**src/rtl/enet_rx_frame.sv**
```systemverilog
// Receive MAC framer: strips preamble/SFD/FCS from a byte-wide rx stream, forwards payload
// as a valid/last stream and reports per-frame status plus good/bad frame counters.
module enet_rx_frame #(
  parameter int unsigned MIN_LEN = 64,
  parameter int unsigned MAX_LEN = 1518
) (
  input  logic        clk,
  input  logic        rst,
  input  logic [7:0]  rxd,
  input  logic        rx_dv,
  input  logic        rx_er,
  output logic [7:0]  m_data,
  output logic        m_valid,
  output logic        m_last,
  output logic        m_err,
  output logic        frame_done,
  output logic [15:0] frame_len,
  output logic        crc_err,
  output logic        len_err,
  output logic        phy_err,
  output logic [15:0] good_cnt,
  output logic [15:0] bad_cnt
);

  typedef enum logic [1:0] {StIdle, StPreamble, StData, StDrop} state_e;

  localparam logic [31:0] CrcResidue = 32'hDEBB20E3;

  state_e          state_q, state_d;
  logic            rx_dv_q;
  logic [31:0]     crc_q, crc_d;
  logic [15:0]     cnt_q, cnt_d;
  logic [4:0][7:0] sr_q, sr_d;
  logic            pend_q, pend_d;

  logic [7:0]  m_data_d;
  logic        m_valid_d, m_last_d, m_err_d, frame_done_d;
  logic [15:0] frame_len_d, good_cnt_d, bad_cnt_d;
  logic        crc_err_d, len_err_d, phy_err_d;

  logic crc_bad, len_bad, any_err;

  function automatic logic [31:0] crc_next(input logic [31:0] crc, input logic [7:0] d);
    logic [31:0] c;
    c = crc ^ {24'h0, d};
    for (int i = 0; i < 8; i++) begin
      c = c[0] ? ((c >> 1) ^ 32'hEDB88320) : (c >> 1);
    end
    return c;
  endfunction

  assign crc_bad = (crc_q != CrcResidue);
  assign len_bad = ({16'h0, cnt_q} < MIN_LEN) || ({16'h0, cnt_q} > MAX_LEN);
  assign any_err = crc_bad | len_bad | pend_q;

  always_comb begin
    state_d      = state_q;
    crc_d        = crc_q;
    cnt_d        = cnt_q;
    sr_d         = sr_q;
    pend_d       = pend_q;
    m_data_d     = m_data;
    m_valid_d    = 1'b0;
    m_last_d     = 1'b0;
    m_err_d      = 1'b0;
    frame_done_d = 1'b0;
    frame_len_d  = frame_len;
    crc_err_d    = crc_err;
    len_err_d    = len_err;
    phy_err_d    = phy_err;
    good_cnt_d   = good_cnt;
    bad_cnt_d    = bad_cnt;

    unique case (state_q)
      StIdle: begin
        if (rx_dv && !rx_dv_q) begin
          state_d = (rxd == 8'h55) ? StPreamble : StDrop;
        end
      end
      StPreamble: begin
        if (!rx_dv) begin
          state_d = StIdle;
        end else if (rxd == 8'hD5) begin
          state_d = StData;
          crc_d   = '1;
          cnt_d   = '0;
          sr_d    = '0;
          pend_d  = 1'b0;
        end else if (rxd != 8'h55) begin
          state_d = StDrop;
        end
      end
      StDrop: begin
        if (!rx_dv) state_d = StIdle;
      end
      StData: begin
        if (rx_dv) begin
          sr_d  = {sr_q[3:0], rxd};
          crc_d = crc_next(crc_q, rxd);
          if (cnt_q != 16'hFFFF) cnt_d = cnt_q + 16'd1;
          if (rx_er) pend_d = 1'b1;
          // Five-byte delay keeps the trailing FCS out of the payload stream.
          if (cnt_q >= 16'd5) begin
            m_data_d  = sr_q[4];
            m_valid_d = 1'b1;
          end
        end else begin
          state_d = StIdle;
          if (cnt_q >= 16'd5) begin
            m_data_d  = sr_q[4];
            m_valid_d = 1'b1;
            m_last_d  = 1'b1;
            m_err_d   = any_err;
          end
          frame_done_d = 1'b1;
          frame_len_d  = cnt_q;
          crc_err_d    = crc_bad;
          len_err_d    = len_bad;
          phy_err_d    = pend_q;
          if (any_err) bad_cnt_d = bad_cnt + 16'd1;
          else         good_cnt_d = good_cnt + 16'd1;
        end
      end
      default: state_d = StIdle;
    endcase
  end

  always_ff @(posedge clk) begin
    if (rst) begin
      state_q    <= StIdle;
      // Treat rx_dv as already high so a frame in flight at release is not picked up mid-way.
      rx_dv_q    <= 1'b1;
      crc_q      <= '1;
      cnt_q      <= '0;
      sr_q       <= '0;
      pend_q     <= 1'b0;
      m_data     <= '0;
      m_valid    <= 1'b0;
      m_last     <= 1'b0;
      m_err      <= 1'b0;
      frame_done <= 1'b0;
      frame_len  <= '0;
      crc_err    <= 1'b0;
      len_err    <= 1'b0;
      phy_err    <= 1'b0;
      good_cnt   <= '0;
      bad_cnt    <= '0;
    end else begin
      state_q    <= state_d;
      rx_dv_q    <= rx_dv;
      crc_q      <= crc_d;
      cnt_q      <= cnt_d;
      sr_q       <= sr_d;
      pend_q     <= pend_d;
      m_data     <= m_data_d;
      m_valid    <= m_valid_d;
      m_last     <= m_last_d;
      m_err      <= m_err_d;
      frame_done <= frame_done_d;
      frame_len  <= frame_len_d;
      crc_err    <= crc_err_d;
      len_err    <= len_err_d;
      phy_err    <= phy_err_d;
      good_cnt   <= good_cnt_d;
      bad_cnt    <= bad_cnt_d;
    end
  end

endmodule

```
**config.mk**
```make
export PLATFORM = sky130hd
export DESIGN_NAME = enet_rx_frame
export DESIGN_NICKNAME = d
export VERILOG_FILES = /design/src/rtl/enet_rx_frame.sv
export SDC_FILE = /design/constraint.sdc
export NUM_CORES = 1
export LEC_CHECK = 0
export ABC_CLOCK_PERIOD_IN_PS = 3800
export CORE_ASPECT_RATIO = 2
export CORE_UTILIZATION = 60
export CTS_CLUSTER_SIZE = 30
export DETAILED_ROUTE_END_ITERATION = 12
export MAX_ROUTING_LAYER = met4
export PLACE_DENSITY = 0.81
export SLEW_MARGIN = 0
export SYNTH_ARGS = -nofsm -noshare
export SYNTH_HDL_FRONTEND = slang
export SYNTH_SLANG_ARGS = --single-unit
```
**constraint.sdc**
```tcl
create_clock -name clk -period 3.8 [get_ports clk]
set_input_delay 0.76 -clock clk [delete_from_list [all_inputs] [get_ports clk]]
set_output_delay 0.76 -clock clk [all_outputs]
set_load 0.05 [all_outputs]
```
==> results.yml <==
status:
  status: "finished clean"
clock_tree:
  clkTransAtPathRegs_ns: 0.07
  cts_root_buf: "clkbuf_16"
  ctsResizeCount: 0
  cts_tree: "yes"
  post-cts-setup-buffer-count: 0
  postCtsHoldBufs: 0
  cts_made_buffers: 17
  cts.htree.levels: 4
  cts_buffer_depth: 2
  cts.sinks: 155
  clkLatencyLatePin_ns: 0.43
floorplanning:
  rows: 56
  die_y_um: 156
  die_area_um2: 12400
  initial_core_util_pct: 61.3
  io_pins: 75
  chipWidth_um: 79.1
  core-area_um2: 11600
power:
  p_leak_nw: 2.96
  power.density_nw_per_um2: 429
  ir_worst_vdd_mv: 0.388
synth:
  ys.flop_type: "dfxtp_1"
  synth_area_leaders: "dfxtp_1 (43%), a21oi_1 (4.7%), xnor2_1 (4.4%)"
  synth_top_family_by_area: "simple AND/OR/NAND/NOR gates"
  yosysUniqueCellTypes: 53
  synth_seq_cells: 155
  avgSynthCellArea_um2: 9.04
  synth-edff-count: 0
  netlist_area_um2: 7130
  syn_nets: 806
  ys_seq_area_share_pct: 43.5
  synthMuxAreaShare_pct: 1.88
  synthAdderAreaFrac_pct: 0.877
  synthSimpleGateAreaFrac_pct: 21.8
  yosys.area_share.xor_xnor_pct: 10.8
  yosysTopAreaCell: "dfxtp_1"
  syn_inst: 789
  synth-async-reset-ratio_pct: 0
  netlist.area_leader.share_pct: 43.5
  yosysWarningCount: 0
  synth_compound_area_share_pct: 17.5
critical_path:
  crit_path_start_kind: "primary input"
  endpoint_kind: "register"
  arrival_ns: 3.49
  crit_fanout: 58
  critPathRequiredTime_ns: 4.16
  worstSetupPathType: "primary input to register"
finish:
  antennaDiodeCount: 0
  layout-drive-gt1-share_pct: 7.24
  final_nets: 860
  multi_input_area_um2: 3800
  fin_area_um2: 8590
  instances_no_fill: 1001
  syn2layout_area_growth_pct: 20.4
  seq_area_um2: 3100
  nFillCells: 881
timing:
  finalCritPeriodShare_pct: 82.3
  rsz0062_at_grt: "false"
  setup_tns_ns: 0
  clock_skew_ns: 0.0123
  max_freq_ghz: 0.320
  fin_crit_ns: 3.13
  setup_ws_ns: 0.673
  hold_viol: 0
  hold_slack_ns: 0.459
  worst_slew_pin_slew_ns: 1.30
  drv_slew: 0
  slew_headroom_pct: 12.3
  setup_viol: 0
grt:
  gr-total-overflow: 0
  grt_pass1_vias: 6044
  grt_first_pass_wirelength_mm: 29.5
  antenna_found_initial: 0
  grt_max_degree: 86
  groute.usage.overall_pct: 31.2
placed_design:
  dp_slack_ns: 0.298
  finalWeightedCongestion: 0.877
  dpl.hpwl_mm: 12.4
  dpl-instance-area_um2: 7990
  numPortBuffers: 74
  dp_cells: 969
job:
  max-cap-violations: 0
detailed_routing:
  drt-wirelength-per-cell_um: 18.0
  drtAntennaViolNets: 0
  num_vias: 6296
  via_per_inst: 6.29
  wirelength_mm: 18.0
  firstDrtPassIters: 7
  drc: 0
  drt_iter0_drc: 478
worst_hold_path:
  min_path_type: "register to register"
cell usage after synthesis, types with 4 or more instances:
cell type and instances:
nand2b_1 22, ha_1 5, and3_1 9, nand2_1 56, o41ai_1 4, xor2_1 13
or4_1 27, nor3_1 22, or3_1 14, a21oi_1 67, nor4_1 9, inv_1 13
o21ai_0 14, nand4_1 12, nor2b_1 5, o31ai_1 26, xnor3_1 12, clkbuf_1 48
and2_1 5, xnor2_1 36, or2_2 5, a22oi_1 40, dfxtp_1 155, o21bai_1 7
o22ai_1 18, nand3_1 20, nand4b_1 8, mux2i_1 10, nor2_1 69
worst max-delay path: stages:
cell and delay [ns]:
clkdlybuf4s50_1 0.51, or3b_1 0.44, nor4_1 0.63, nor2_4 0.38
or4_1 0.59, a21oi_1 0.17
cell type report:
type	count	share of cell area (%)
clock buffers	17	4.95
clock inverters	15	2.05
inverters	13	0.568
multi-input cells	567	44.3
flip-flops and latches	155	36.1
well taps	145	2.11
repair buffers	89	9.91
cell usage in the layout (no fill, tap or decap), types with 3 or more instances in the layout:
cell type        instances
or4_1                   27
nor4_1                   9
o211ai_1                 3
clkdlybuf4s50_1         73
or3_1                   14
a21oi_1                 67
nand3_1                 20
nor3_1                  22
o31ai_1                 26
o21ai_0                 14
xor3_1                   3
inv_1                   13
a22oi_1                 40
clkinv_8                 4
clkbuf_16               17
o22ai_1                 18
and3_1                   9
nor2_1                  68
nand4_1                 12
nand2b_1                21
mux2i_1                 10
ha_1                     5
inv_8                    7
nand4b_1                 8
xor2_1                  13
mux2_2                   3
buf_4                   16
o41ai_1                  4
o21bai_1                 7
or2_2                    5
and2_1                   5
dfxtp_1                155
xnor2_1                 36
nor2b_1                  5
xnor3_1                 12
nand2_1                 56
power by group:
part           internal, mW  switching (mW)
registers              1.64          0.0159
logic                 0.176           0.178
clock network         0.888           0.789
state kept, by name, summed over array words and instances (netlist names):
| name | count |
|---|---|
| crc_q | 32 |
| frame_len | 16 |
| len_err | 1 |
| m_last | 1 |
| sr_q | 40 |
| phy_err | 1 |
| pend_q | 1 |
| m_data | 8 |
| bad_cnt | 16 |
| m_valid | 1 |
| frame_done | 1 |
| good_cnt | 16 |
| m_err | 1 |
| crc_err | 1 |
| rx_dv_q | 1 |
| cnt_q | 16 |
| state_q | 2 |
worst paths after layout:
kind | from | end | slack, ns | cells after the start
max reg2reg | crc_q[25]$_SDFFE_PP1P_ | good_cnt[5]$_SDFFE_PP0P_ | 1.01 | 5
min reg2reg | phy_err$_SDFFE_PP0P_ | phy_err$_SDFFE_PP0P_ | 0.46 | 2
max | rxd[0] | cnt_q[3]$_SDFFE_PP0P_ | 0.67 | 6
min | phy_err$_SDFFE_PP0P_ | phy_err$_SDFFE_PP0P_ | 0.46 | 2
routing by layer:
layer	wire length, um	part of all wire (%)	vias up	GRT usage (%)
li1	-	-	2987	-
met1	6710	37	3019	31.9
met2	9710	54	219	55.6
met3	805	4.5	71	5.89
met4	793	4.4	0	15.8
met5	0	0	-	-
through the flow:
stage,total power [mW],util [%]
global route,3.79,73.8
floorplan,1.96,-
CTS,3.69,73.8
global placement,2.03,68.7
detailed placement,2.04,68.7
finish,3.68,73.8
logic make-up after synthesis:
| group | Yosys count |
|---|---|
| xor gates and xnor gates | 64 |
| and+or+nand+nor | 294 |
| DFF | 155 |
| adders and majority gates | 5 |
| buffers and inverters | 67 |
| AOI/OAI and AO/OA | 191 |
| muxes | 13 |
(Power assumes the default switching activity.)
